**src/rtl/main_mem_arbiter.sv**
```systemverilog
//------------------------------------------------------------------------------
// main_mem_arbiter
//   Shares the single-port main memory between the core's instruction-fetch
//   port (IF) and load/store port (DM). One transaction at a time: grant in
//   IDLE/RESP, one-cycle memory strobe in ISSUE, fixed-latency wait in WAIT,
//   one-cycle response pulse in RESP. DM has priority over IF.
//
//   Optional starvation guard: define MEM_ARB_STARVE_GUARD_EN to let IF win
//   once STARVE_MAX consecutive DM grants have been issued while IF waited.
//
// Ports
//   clk, rst                  clock (rising edge), synchronous active-high reset
//   if_req/if_addr            fetch request, held until if_gnt
//   if_gnt/if_rvalid/if_rdata fetch grant pulse, data-valid pulse, fetched data
//   dm_req/dm_we/dm_be/
//   dm_addr/dm_wdata          load/store request, held until dm_gnt
//   dm_gnt/dm_rvalid/dm_rdata load/store grant pulse, completion pulse, load data
//   mem_en/mem_we/mem_be/
//   mem_addr/mem_wdata        memory command, valid for one cycle on mem_en
//   mem_rdata                 memory read data, valid MEM_LAT cycles after mem_en
//   busy                      high whenever the arbiter is not IDLE
//------------------------------------------------------------------------------
module main_mem_arbiter #(
   parameter int unsigned XLEN       = 64,
   parameter int unsigned MEM_LAT    = 2,
   parameter int unsigned STARVE_MAX = 4
) (
   input  logic              clk,
   input  logic              rst,
   input  logic              if_req,
   input  logic [XLEN-1:0]   if_addr,
   output logic              if_gnt,
   output logic              if_rvalid,
   output logic [XLEN-1:0]   if_rdata,
   input  logic              dm_req,
   input  logic              dm_we,
   input  logic [XLEN/8-1:0] dm_be,
   input  logic [XLEN-1:0]   dm_addr,
   input  logic [XLEN-1:0]   dm_wdata,
   output logic              dm_gnt,
   output logic              dm_rvalid,
   output logic [XLEN-1:0]   dm_rdata,
   output logic              mem_en,
   output logic              mem_we,
   output logic [XLEN/8-1:0] mem_be,
   output logic [XLEN-1:0]   mem_addr,
   output logic [XLEN-1:0]   mem_wdata,
   input  logic [XLEN-1:0]   mem_rdata,
   output logic              busy
);

   localparam int unsigned CW = (MEM_LAT < 2) ? 1 : $clog2(MEM_LAT + 1);

   typedef enum logic [1:0] {IDLE, ISSUE, WAIT, RESP} state_t;

   state_t            state, state_nxt;
   logic [CW-1:0]     lat_cnt;
   logic              owner_dm;
   logic              we_q;
   logic [XLEN/8-1:0] be_q;
   logic [XLEN-1:0]   addr_q;
   logic [XLEN-1:0]   wdata_q;
   logic [XLEN-1:0]   if_rdata_q;
   logic [XLEN-1:0]   dm_rdata_q;
   logic              if_prio;
   logic              last_wait;

   assign last_wait = (state == WAIT) && (lat_cnt == CW'(1));

`ifdef MEM_ARB_STARVE_GUARD_EN
   logic [2:0] starve_cnt;

   // Counts DM grants that left IF waiting; any grant that does not starve IF clears it.
   always_ff @(posedge clk) begin
      if (rst) begin
         starve_cnt <= '0;
      end else if (if_gnt) begin
         starve_cnt <= '0;
      end else if (dm_gnt) begin
         starve_cnt <= if_req ? starve_cnt + 3'd1 : '0;
      end
   end

   assign if_prio = (starve_cnt == 3'(STARVE_MAX));
`else
   assign if_prio = 1'b0;
`endif

   always_ff @(posedge clk) begin
      if (rst) begin
         state <= IDLE;
      end else begin
         state <= state_nxt;
      end
   end

   // RESP doubles as IDLE so a new grant can overlap the response pulse.
   always_comb begin
      state_nxt = state;
      if_gnt    = 1'b0;
      dm_gnt    = 1'b0;
      if_rvalid = 1'b0;
      dm_rvalid = 1'b0;
      mem_en    = 1'b0;
      mem_we    = 1'b0;
      mem_be    = '0;
      mem_addr  = '0;
      mem_wdata = '0;
      if (!rst) begin
         case (state)
            IDLE, RESP: begin
               if (state == RESP) begin
                  if_rvalid = !owner_dm;
                  dm_rvalid = owner_dm;
               end
               if (dm_req && !(if_req && if_prio)) begin
                  dm_gnt = 1'b1;
               end else if (if_req) begin
                  if_gnt = 1'b1;
               end
               state_nxt = (if_req || dm_req) ? ISSUE : IDLE;
            end
            ISSUE: begin
               mem_en    = 1'b1;
               mem_we    = we_q;
               mem_be    = be_q;
               mem_addr  = addr_q;
               mem_wdata = wdata_q;
               state_nxt = WAIT;
            end
            WAIT: begin
               if (lat_cnt == CW'(1)) begin
                  state_nxt = RESP;
               end
            end
            default: state_nxt = IDLE;
         endcase
      end
   end

   always_ff @(posedge clk) begin
      if (rst) begin
         lat_cnt    <= '0;
         owner_dm   <= 1'b0;
         we_q       <= 1'b0;
         be_q       <= '0;
         addr_q     <= '0;
         wdata_q    <= '0;
         if_rdata_q <= '0;
         dm_rdata_q <= '0;
      end else begin
         if (if_gnt || dm_gnt) begin
            owner_dm <= dm_gnt;
            we_q     <= dm_gnt && dm_we;
            be_q     <= (dm_gnt && dm_we) ? dm_be : '1;
            addr_q   <= dm_gnt ? dm_addr : if_addr;
            wdata_q  <= (dm_gnt && dm_we) ? dm_wdata : '0;
         end
         if (state == ISSUE) begin
            lat_cnt <= CW'(MEM_LAT);
         end else if (state == WAIT) begin
            lat_cnt <= lat_cnt - CW'(1);
         end
         if (last_wait) begin
            if (owner_dm) begin
               dm_rdata_q <= we_q ? '0 : mem_rdata;
            end else begin
               if_rdata_q <= mem_rdata;
            end
         end
      end
   end

   assign if_rdata = if_rdata_q;
   assign dm_rdata = dm_rdata_q;
   assign busy     = (state != IDLE);

endmodule

```
**config.mk**
```make
export PLATFORM = sky130hd
export DESIGN_NAME = main_mem_arbiter
export DESIGN_NICKNAME = d
export VERILOG_FILES = /design/src/rtl/main_mem_arbiter.sv
export SDC_FILE = /design/constraint.sdc
export NUM_CORES = 1
export LEC_CHECK = 0
export BUFFER_PORTS_ARGS = -buffer_cell sky130_fd_sc_hd__clkbuf_2
export CAP_MARGIN = 20
export CORE_AREA = 2 2 212 214
export DETAILED_ROUTE_END_ITERATION = 6
export DIE_AREA = 0 0 214 216
export PLACE_DENSITY_LB_ADDON = 0.3
export SETUP_SLACK_MARGIN = 0.5
export SYNTH_ARGS = -nofsm -noshare
export SYNTH_HDL_FRONTEND = slang
export SYNTH_SLANG_ARGS = --single-unit
export TNS_END_PERCENT = 30
```
**constraint.sdc**
```tcl
create_clock -name clk -period 2 [get_ports clk]
set_input_delay 0.3 -clock clk [delete_from_list [all_inputs] [get_ports clk]]
set_output_delay 0.3 -clock clk [all_outputs]
set_load 0.005 [all_outputs]
```
==> results.ini <==
[logic_synthesis]
async_flop_share_pct=0
syn-instance-count=1229
yosys.area_share.adder_pct=0.563
synth_compound_area_share_pct=16.8
synth_nets=1503
ys_warn_count=0
synth_ff_type=dfxtp_1
synth-edff-count=0
synth_xor_area_share_pct=0.0788
yosysUniqueCellTypes=35
avgSynthCellArea_um2=9.04
synthSimpleGateAreaFrac_pct=23.4
synth_top_family_by_area=simple AND/OR/NAND/NOR gates
ys_ff_latch=270
muxShareOfSynthArea_pct=5.85
ys_seq_area_share_pct=48.6
syn_area_um2=11100

[global_route]
grt_pass1_vias=11500
grt_overflow_total=0
gr-usage-all-layers_pct=17.6
grt_start_max_net_pins=85
grt_pass1_wl_um=64800
antenna_found_initial=1

[sta]
finalClockSkew_ns=0.0199
finalSetupTns_ns=-27.44
rsz0062_at_grt=true
slew_headroom_pct=67.5
min_period_over_period_pct=112
setup_viol=142
fin_crit_ns=2.24
finalHoldViolations=0
setup_ws_ns=-0.242
worst_slew_pin_slew_ns=0.488
clock.fmax_mhz=446
hold_ws_ns=0.0433
drv_slew=0

[finish]
instances_no_fill=2494
layout_common_cells=469 x clkbuf_2, 267 x dfxtp_1, 201 x nand2_1, 136 x a21oi_1, 127 x dlygate4sd3_1
stdcell_area_um2=18200
syn_to_final_growth_pct=63.3
drive_gt1_share_pct=41.4
fin_util_pct=41.4
fillCellCount=4281
layout_commonest_cell=clkbuf_2
antenna_cells=0
layout.nets=2153

[worst_setup_path]
crit_buf_inv=5
critPathCaptureType=output port
cp_max_fo=4
cpMaxStageDelayCell=dfxtp_4
path_cells=inv_4, ha_4, nor2b_4, buf_12, buf_12, clkbuf_16, and2_1, clkbuf_2
critPathTopFamily=buffers and inverters
crit_type=flip-flop to output port
critical_path.max_stage_delay_ns=0.35
crit_arrival_ns=1.94
required_ns=1.70
cp-start-kind=flip-flop
crit_top_cell=buf_12

[place]
dp_hpwl_um=28200
port_buffers=539
placed_area_um2=14500
pre_cts_ws_ns=0.222
place_congestion=0.850
place_inst=2279

[clocking]
tritoncts=built
clockRootBuffer=clkbuf_16
cts.clk_slew.worst_paths_ns=0.06
h-tree-depth=2
cts_buffers=34
worstSkewPairLatency_ns=0.52
cts.sinks=270
cts_max_path_buffers=3

[floorplan]
dieArea_um2=46200
die_h_um=216
rows=77
initial_core_util_pct=25.4
core_area_um2=43800
pin_count=540
die_w_um=214

[detailed_routing]
drtIter0Drc=669
drc=0
routed_wl_um=44200
via_count=11400
drt-pass1-iter-count=5
ant_nets=0
via_per_inst=4.59
wire_per_inst_um=17.7

[pwr]
vdd_drop_max_uv=477
leakage_nw=8.15
p_per_area_nw_per_um2=944
p_total_mw=17.1

[hold_path]
hold_path.class=input port to flip-flop

[flow_run]
maxCapViolCount=0

[run_status]
violations=setup timing
status=complete, but fails checks

routing by layer:
layer  vias to the layer above  share of wire [%]  track usage, %
met2                       385                 50            30.4
met4                         2                4.1            8.30
met5                         -              0.029               0
met1                      5467                 41            20.9
li1                       5486                  -               -
met3                       106                5.0            3.34
worst paths after layout:
check	to	startpoint	slack, ns	depth (start not counted)
max	mem_wdata[20]	state[1]	-0.24	8
min	be_q[1]	dm_be[1]	0.04	3
max reg2reg	wdata_q[59]	state[1]	0.08	8
min reg2reg	dm_rdata[55]	dm_rdata[55]	0.45	2
where the power goes:
part	switching, mW	internal, mW
logic	2.22	2.36
registers	0.465	6.09
clock network	2.39	3.61
sequential cells by signal (all words and copies together), names as in the netlist:
name / count
addr_q: 64
be_q: 8
dm_rdata: 64
if_rdata: 64
lat_cnt: 2
owner_dm: 1
state: 2
wdata_q: 64
we_q: 1
Yosys cell counts, types with 2 or more instances:
| library cell | count | area share, % |
|---|---|---|
| nor2_1 | 12 | 0.41 |
| dfxtp_1 | 270 | 49 |
| buf_1 | 12 | 0.41 |
| nand3b_1 | 65 | 4.4 |
| nand2_1 | 225 | 7.6 |
| and3_1 | 3 | 0.17 |
| buf_2 | 36 | 1.6 |
| ha_1 | 5 | 0.56 |
| o21ai_0 | 16 | 0.72 |
| a22o_1 | 80 | 6.3 |
| buf_6 | 6 | 0.61 |
| a21oi_1 | 153 | 6.9 |
| nand2b_1 | 24 | 1.4 |
| a21o_1 | 2 | 0.14 |
| inv_1 | 4 | 0.14 |
| a221o_1 | 8 | 0.72 |
| nor2b_1 | 2 | 0.11 |
| nor3_1 | 9 | 0.41 |
| and2_1 | 146 | 8.2 |
| mux2i_1 | 65 | 5.9 |
| a211oi_2 | 16 | 1.8 |
| clkbuf_1 | 57 | 1.9 |
cells by family after synthesis:
| logic type | after synthesis |
|---|---|
| fa+ha+maj | 5 |
| compound gates | 278 |
| simple gates | 495 |
| xor+xnor | 1 |
| flops | 270 |
| buf+inv | 115 |
| mux | 65 |
layout make-up:
| class | instances | area (um2) | area share, % |
|---|---|---|---|
| clock inverter | 15 | 135 | 0.744 |
| inverter | 4 | 20.0 | 0.110 |
| sequential | 270 | 5410 | 29.8 |
| tap | 592 | 741 | 4.08 |
| timing repair buffer | 725 | 5260 | 29.0 |
| clock buffer | 44 | 950 | 5.23 |
| multi-input combinational | 844 | 5640 | 31.1 |
what timing repair did:
action                                  in CTS  in global routing
endpoints found under the setup margin     402                411
hold endpoints to repair                   130                  0
cloned                                       7                  6
resized for setup                           33                206
pin swaps                                   11                133
hold buffers                               127                  0
buffers inserted                            14                  2
worst register-to-register path: cells and delay by family (launching register included):
kind / cells / cell delay [ns]
buf+inv: 4 / 0.64
fa+ha+maj: 1 / 0.30
flops: 1 / 0.36
simple gates: 1 / 0.13
compound gates: 2 / 0.41
Note: power is estimated with default switching activity, not from simulation.
